==> src/rtl/spi_pkg.sv <==
// rtl/spi_pkg.sv - shared SPI frame constants, FSM state type and CRC-8 step
//
// Contents:
//   state_t    : receiver FSM states IDLE, SHIFT, CHECK, DONE
//   FRAME_BITS : bits per frame (payload + CRC)
//   DATA_BITS  : payload bits
//   CRC_BITS   : CRC width
//   CRC8_POLY  : default generator polynomial
//   CRC8_INIT  : default CRC seed
//   crc8_step  : one MSB-first CRC-8 update, shared with the SPI master
package spi_pkg;

    typedef enum logic [1:0] {
        IDLE  = 2'd0,
        SHIFT = 2'd1,
        CHECK = 2'd2,
        DONE  = 2'd3
    } state_t;

    localparam int FRAME_BITS = 32;
    localparam int DATA_BITS  = 24;
    localparam int CRC_BITS   = 8;

    localparam logic [CRC_BITS-1:0] CRC8_POLY = 8'h1D;
    localparam logic [CRC_BITS-1:0] CRC8_INIT = 8'hFF;

    function automatic logic [CRC_BITS-1:0] crc8_step(
        input logic [CRC_BITS-1:0] crc,
        input logic                bit_in,
        input logic [CRC_BITS-1:0] poly = CRC8_POLY
    );
        logic fb;
        fb = crc[CRC_BITS-1] ^ bit_in;
        return {crc[CRC_BITS-2:0], 1'b0} ^ (fb ? poly : '0);
    endfunction

endpackage

==> src/rtl/spi_sync_edge.sv <==
// rtl/spi_sync_edge.sv - N-stage synchroniser with rise/fall pulse outputs
//
// Ports:
//   clk  in  : local clock
//   rstn in  : asynchronous active-low reset
//   d    in  : asynchronous input
//   q    out : synchronised level
//   rise out : one-cycle pulse on a synchronised 0->1 transition
//   fall out : one-cycle pulse on a synchronised 1->0 transition
//
// All stages reset to 0. For csn this means a reset taken while csn is held
// low produces no falling edge afterwards, so a frame interrupted by reset
// is not resumed; the next frame needs a fresh csn fall.
module spi_sync_edge
    import spi_pkg::*;
#(
    parameter int STAGES = 2
) (
    input  logic clk,
    input  logic rstn,
    input  logic d,
    output logic q,
    output logic rise,
    output logic fall
);

    logic [STAGES-1:0] sync_q, sync_d;
    logic              prev_q, prev_d;

    always_comb begin
        sync_d = {sync_q[STAGES-2:0], d};
        prev_d = sync_q[STAGES-1];
    end

    always_ff @(posedge clk or negedge rstn) begin
        if (!rstn) begin
            sync_q <= '0;
            prev_q <= 1'b0;
        end else begin
            sync_q <= sync_d;
            prev_q <= prev_d;
        end
    end

    assign q    = sync_q[STAGES-1];
    assign rise = q & ~prev_q;
    assign fall = ~q & prev_q;

endmodule

==> src/rtl/spi_slave_crc_rx.sv <==
// rtl/spi_slave_crc_rx.sv - SPI slave receiving 24-bit payload + CRC-8 frames
//
// Ports:
//   clk         in  : system clock, at least 4x sck
//   rstn        in  : asynchronous active-low reset
//   sck         in  : SPI clock, CPOL=0
//   csn         in  : chip select, active low
//   mosi        in  : master data, sampled on sck fall
//   miso        out : slave data, updated on sck rise
//   out_data    out : received payload
//   out_crc_ok  out : received CRC matches locally computed CRC
//   out_valid   out : out_data/out_crc_ok valid
//   out_ready   in  : downstream accept
//   frame_abort out : pulse, csn rose before a full frame
//   overflow    out : pulse, completed frame dropped (output still full)
//
// Optional feature macro SPI_SLAVE_CRC_RX_MISO_EN: when defined, miso returns
// the last accepted payload with its CRC; otherwise miso is tied low.
module spi_slave_crc_rx
    import spi_pkg::*;
#(
    parameter int                  SYNC_STAGES = 2,
    parameter logic [CRC_BITS-1:0] CRC_POLY    = CRC8_POLY,
    parameter logic [CRC_BITS-1:0] CRC_INIT    = CRC8_INIT
) (
    input  logic                 clk,
    input  logic                 rstn,
    input  logic                 sck,
    input  logic                 csn,
    input  logic                 mosi,
    output logic                 miso,
    output logic [DATA_BITS-1:0] out_data,
    output logic                 out_crc_ok,
    output logic                 out_valid,
    input  logic                 out_ready,
    output logic                 frame_abort,
    output logic                 overflow
);

    localparam logic [5:0] DATA_CNT = 6'(DATA_BITS);
    localparam logic [5:0] LAST_CNT = 6'(FRAME_BITS - 1);

    logic sck_s, sck_rise, sck_fall;
    logic csn_s, csn_rise, csn_fall;
    logic mosi_s, mosi_rise, mosi_fall;
    logic unused_edges;

    spi_sync_edge #(.STAGES(SYNC_STAGES)) u_sync_sck (
        .clk(clk), .rstn(rstn), .d(sck), .q(sck_s), .rise(sck_rise), .fall(sck_fall)
    );
    spi_sync_edge #(.STAGES(SYNC_STAGES)) u_sync_csn (
        .clk(clk), .rstn(rstn), .d(csn), .q(csn_s), .rise(csn_rise), .fall(csn_fall)
    );
    spi_sync_edge #(.STAGES(SYNC_STAGES)) u_sync_mosi (
        .clk(clk), .rstn(rstn), .d(mosi), .q(mosi_s), .rise(mosi_rise), .fall(mosi_fall)
    );

    state_t                 state_q, state_d;
    logic [5:0]             bit_cnt_q, bit_cnt_d;
    logic [CRC_BITS-1:0]    crc_q, crc_d;
    logic [FRAME_BITS-1:0]  shift_q, shift_d;
    logic [DATA_BITS-1:0]   out_data_q, out_data_d;
    logic                   out_crc_ok_q, out_crc_ok_d;
    logic                   out_valid_q, out_valid_d;
    logic                   frame_abort_q, frame_abort_d;
    logic                   overflow_q, overflow_d;

    always_comb begin
        state_d       = state_q;
        bit_cnt_d     = bit_cnt_q;
        crc_d         = crc_q;
        shift_d       = shift_q;
        out_data_d    = out_data_q;
        out_crc_ok_d  = out_crc_ok_q;
        out_valid_d   = out_valid_q;
        frame_abort_d = 1'b0;
        overflow_d    = 1'b0;

        if (out_valid_q && out_ready) begin
            out_valid_d = 1'b0;
        end

        // A csn fall restarts reception from any state; only a started
        // frame in SHIFT counts as aborted.
        if (csn_fall) begin
            if (state_q == SHIFT && bit_cnt_q != '0) begin
                frame_abort_d = 1'b1;
            end
            state_d   = SHIFT;
            bit_cnt_d = '0;
            crc_d     = CRC_INIT;
        end else begin
            case (state_q)
                IDLE: ;
                SHIFT: begin
                    if (csn_rise) begin
                        frame_abort_d = 1'b1;
                        state_d       = IDLE;
                    end else if (sck_fall && !csn_s) begin
                        shift_d   = {shift_q[FRAME_BITS-2:0], mosi_s};
                        bit_cnt_d = bit_cnt_q + 6'd1;
                        if (bit_cnt_q < DATA_CNT) begin
                            crc_d = crc8_step(crc_q, mosi_s, CRC_POLY);
                        end
                        if (bit_cnt_q == LAST_CNT) begin
                            state_d = CHECK;
                        end
                    end
                end
                CHECK: begin
                    if (out_valid_q && !out_ready) begin
                        overflow_d = 1'b1;
                    end else begin
                        out_data_d   = shift_q[FRAME_BITS-1:CRC_BITS];
                        out_crc_ok_d = (shift_q[CRC_BITS-1:0] == crc_q);
                        out_valid_d  = 1'b1;
                    end
                    state_d = csn_rise ? IDLE : DONE;
                end
                DONE: begin
                    if (csn_rise) begin
                        state_d = IDLE;
                    end
                end
                default: state_d = IDLE;
            endcase
        end
    end

    always_ff @(posedge clk or negedge rstn) begin
        if (!rstn) begin
            state_q       <= IDLE;
            bit_cnt_q     <= '0;
            crc_q         <= CRC_INIT;
            shift_q       <= '0;
            out_data_q    <= '0;
            out_crc_ok_q  <= 1'b0;
            out_valid_q   <= 1'b0;
            frame_abort_q <= 1'b0;
            overflow_q    <= 1'b0;
        end else begin
            state_q       <= state_d;
            bit_cnt_q     <= bit_cnt_d;
            crc_q         <= crc_d;
            shift_q       <= shift_d;
            out_data_q    <= out_data_d;
            out_crc_ok_q  <= out_crc_ok_d;
            out_valid_q   <= out_valid_d;
            frame_abort_q <= frame_abort_d;
            overflow_q    <= overflow_d;
        end
    end

    assign out_data    = out_data_q;
    assign out_crc_ok  = out_crc_ok_q;
    assign out_valid   = out_valid_q;
    assign frame_abort = frame_abort_q;
    assign overflow    = overflow_q;

`ifdef SPI_SLAVE_CRC_RX_MISO_EN
    logic [FRAME_BITS-1:0] tx_q, tx_d;
    logic [DATA_BITS-1:0]  acc_data_q, acc_data_d;
    logic                  acc_seen_q, acc_seen_d;

    function automatic logic [CRC_BITS-1:0] crc_of(input logic [DATA_BITS-1:0] d);
        logic [CRC_BITS-1:0] c;
        c = CRC_INIT;
        for (int i = DATA_BITS - 1; i >= 0; i--) begin
            c = crc8_step(c, d[i], CRC_POLY);
        end
        return c;
    endfunction

    always_comb begin
        tx_d       = tx_q;
        acc_data_d = acc_data_q;
        acc_seen_d = acc_seen_q;
        if (out_valid_q && out_ready) begin
            acc_data_d = out_data_q;
            acc_seen_d = 1'b1;
        end
        // Bit 31 is already on miso from csn fall, so the first sck rise
        // (bit_cnt still 0) must not shift; each later rise presents the
        // bit the master samples on the following fall.
        if (csn_fall) begin
            tx_d = acc_seen_q ? {acc_data_q, crc_of(acc_data_q)} : '0;
        end else if (state_q == SHIFT && sck_rise && bit_cnt_q != '0) begin
            tx_d = {tx_q[FRAME_BITS-2:0], 1'b0};
        end
    end

    always_ff @(posedge clk or negedge rstn) begin
        if (!rstn) begin
            tx_q       <= '0;
            acc_data_q <= '0;
            acc_seen_q <= 1'b0;
        end else begin
            tx_q       <= tx_d;
            acc_data_q <= acc_data_d;
            acc_seen_q <= acc_seen_d;
        end
    end

    assign miso         = tx_q[FRAME_BITS-1];
    assign unused_edges = mosi_rise ^ mosi_fall;
`else
    assign miso         = 1'b0;
    assign unused_edges = mosi_rise ^ mosi_fall ^ sck_rise;
`endif

endmodule

==> config.mk <==
export PLATFORM = sky130hd
export DESIGN_NAME = spi_slave_crc_rx
export DESIGN_NICKNAME = d
export VERILOG_FILES = /design/src/rtl/spi_pkg.sv /design/src/rtl/spi_sync_edge.sv /design/src/rtl/spi_slave_crc_rx.sv
export SDC_FILE = /design/constraint.sdc
export NUM_CORES = 1
export LEC_CHECK = 0
export CAP_MARGIN = 20
export CORE_UTILIZATION = 50
export DETAILED_ROUTE_END_ITERATION = 8
export GPL_TIMING_DRIVEN = 0
export PLACE_DENSITY_LB_ADDON = 0.12
export SETUP_SLACK_MARGIN = 0.5
export SLEW_MARGIN = 5
export SYNTH_ARGS = -nofsm -noshare
export SYNTH_HDL_FRONTEND = slang
export SYNTH_SLANG_ARGS = --single-unit
==> constraint.sdc <==
create_clock -name clk -period 2.8 [get_ports clk]
set_clock_uncertainty 0.05 [all_clocks]
set_input_delay 0.7 -clock clk [delete_from_list [all_inputs] [get_ports clk]]
set_output_delay 0.7 -clock clk [all_outputs]
set_load 0.02 [all_outputs]
==> run metrics <==
vias in the first global route=2228; gr ovfl total=0; endpoints failing hold=0; Worst-Margin Slew=0.722 ns; reg2reg path depth=7; synthesized area=3680 um^2; Period Utilization, post-route=76.2%; VDD IR max=0.374 mV; outcome=finished clean; number of fill cells=550; area of the core=6940 um^2; Reg2Reg Setup Slack=0.67 ns; DR vias/cell=5.54; CTS Hold Bufs=0; Clock Tree Root=clkbuf_8; Synth Area in Compound Gates=8.19%; maximum capacitance violations=0; Seq/Total Area, Yosys=57.4%; initial drt markers=136; initial core utilization=53.0%; largest family of logic cells by synthesized area=multiplexers; DR vias=2284; drt pass-1 iters=4; # H-tree levels=3; overall die height=87.8 um; synthesized area per cell=13.8 um^2; slack of the critical path=0.667 ns; Critical Path RT=2.99 ns; Critical Path Fanout Max=10; CTS sink cnt=84; Power Density=639 nW/um^2; share of Yosys cell area claimed by the top area cell type=51.7%; worst r2r src=u_sync_csn.sync_q[1]; type of origin of the critical path=flip-flop; post-synthesis mux area share=19.1%; CP Capture Type=flip-flop; # rows=30; CTS tree=yes; syn nets=277; min Tclk post-route=2.13 ns; xor/xnor share of the synthesized area=2.86%; ANT nets after route=0; Unique masters post-synth=46; Syn. warnings=0; Global Route Usage Sum=18.8%; CTS clock-pin slew for the worst setup and hold paths=0.09 ns; Post-synth EDFFs=0; post-synthesis adder-cell area fraction=1.36%; async set-reset flop share out of synthesis=100%; RePlAce Congestion=0.798; largest net degree at the start of global routing=50; first-pass GRT wire length=11.0 mm; Port Buf Inserts=33; CTS Buf Count=9; Slew Viols, Final=0; Fin Setup TNS=0 ns; Setup-failing EPs final=0; initial antenna violation count=0; Final nets=322; Avg WL per Cell=15.6 um; Mapped Cells=267; layout overhead on the synthesized area=18.3%; Hold Path Class=input pin to asynchronous set/reset pin; Worst slew margin=51.4%; # IOs=35; Synth area leaders=dfrtp_1 (52%), mux2_2 (11%), mux2_4 (7.7%), dfstp_2 (5.7%), xnor2_1 (2.6%); Synth Register Bits=84; clock buffer depth=2; postcts setup bufs=0; RSZ-0062 raised after global routing=false; Achievable Freq=469 MHz; share of cells above drive strength 1=30.1%; chip width=87.8 um; DR DRC count=0; crit path DAT=2.32 ns; area leader, netlist=dfrtp_1; RR Endpoint=out_data[17]; Die Footprint=7710 um^2; Diodes inserted=0; clock latency at the later pin of the worst-skew pair=0.34 ns; worst slack at placement=0.551 ns; final wirelength=6.44 mm; Synth Flop Type=dfrtp_1; # resized after CTS=0; CP Class=flip-flop to flip-flop; Final HPWL DP=4.35 mm; Post-Synth Simple-Gate Area=7.24%; Leak=2.04 nW
through the flow:
step | utilization [%] | area [um^2] | hold WS (ns) | std cells | total power, mW
finish | 62.7 | 4350 | 0.258 | 412 | 2.78
global route | 62.7 | 4350 | 0.278 | 412 | 2.93
CTS | 62.7 | 4350 | 0.264 | 412 | 2.82
detailed placement | 59.9 | 4160 | 0.285 | 397 | 1.96
global placement | 59.5 | 4130 | 0.283 | 396 | 1.93
floorplan | - | 3680 | 0.281 | 267 | 1.80
worst max path at each step:
stage,cells past startpoint,start,endpoint,slack [ns]
finish,7,u_sync_csn.sync_q[1],out_data[17],0.67
global route,7,u_sync_csn.sync_q[1],out_data[10],0.56
CTS,7,u_sync_csn.sync_q[1],out_data[9],0.65
detailed placement,6,out_ready,out_data[17],0.55
global placement,1,rstn,out_data[14],-2.04
floorplan,7,u_sync_csn.sync_q[1],out_data[10],0.84
per-layer routing:
metal  vias up  global-route usage, %  wire, um
li1       1061                      -         -
met1      1156                   27.5      3170
met2        55                   27.5      2860
met3        12                   4.24       306
met4         0                   7.15       103
met5         -                      0         0
state kept, by name, indices dropped and copies added, names as in the netlist:
signal,cells
bit_cnt_q,6
u_sync_sck.prev_q,1
shift_q,32
out_valid,1
out_data,24
u_sync_csn.sync_q,2
u_sync_mosi.sync_q,2
overflow,1
frame_abort,1
u_sync_sck.sync_q,2
crc_q,8
out_crc_ok,1
u_sync_csn.prev_q,1
state_q,2
cell type report:
class                           count  area, um^2  area share (%)
Multi-Input combinational cell    154        1430            32.8
Timing Repair Buffer               34         355            8.16
Buffer                             15        87.6            2.01
Inverter                           14        52.6            1.21
Clock inverter                      6        73.8            1.70
Clock buffer                        9         124            2.84
Sequential cell                    84        2110            48.5
Tap cell                           96         120            2.76
synth_stat cells, drive strengths merged, types with 4 or more instances:
master,n
a221oi,6
a311oi,7
buf,8
clkbuf,7
dfrtp,76
dfstp,8
ha,4
inv,13
mux2,56
nand2,10
nand2b,4
nand3,5
nor2,5
nor4,4
o211ai,4
o311ai,6
xnor2,11
power by group:
| part | total (mW) | switching, mW | internal, mW | leakage (nW) |
|---|---|---|---|---|
| clock network | 0.854 | 0.436 | 0.418 | 0.0938 |
| logic | 0.481 | 0.245 | 0.236 | 0.829 |
| registers | 1.45 | 0.107 | 1.34 | 1.12 |
| total | 2.78 | 0.788 | 1.99 | 2.04 |
worst max-delay path, stage by stage (launching register included):
cell	delay, ns
dfrtp_1	0.43
inv_1	0.06
ha_1	0.27
or3b_4	0.45
nand2b_4	0.16
buf_6	0.14
buf_6	0.16
mux2_4	0.30
logic make-up (layout without fill, tap and decap cells):
| group | after synthesis | count (layout) |
|---|---|---|
| other | 1 | 1 |
| XOR/XNOR | 12 | 12 |
| buffers and inverters | 29 | 78 |
| AND/OR/NAND/NOR | 44 | 44 |
| flip-flops | 84 | 84 |
| AO/OA/AOI/OAI | 37 | 37 |
| adder cells (fa/ha/maj) | 4 | 4 |
| multiplexers | 56 | 56 |
cells in the final DEF, fill, tap and decap left out, types with 3 or more instances in the layout:
cell / instances
a221oi_1: 6
a311oi_1: 7
buf_2: 4
buf_6: 3
clkbuf_1: 7
clkbuf_8: 9
clkdlybuf4s50_1: 32
dfrtp_1: 76
dfstp_2: 8
ha_1: 4
inv_1: 13
mux2_2: 37
mux2_4: 19
nand2_1: 10
nand2b_1: 3
nand3_1: 4
nand4_1: 3
nor2_1: 5
nor4_1: 4
o211ai_1: 4
o311ai_0: 5
or3_1: 3
xnor2_1: 11
No activity file was read; power rests on OpenSTA's default activity.
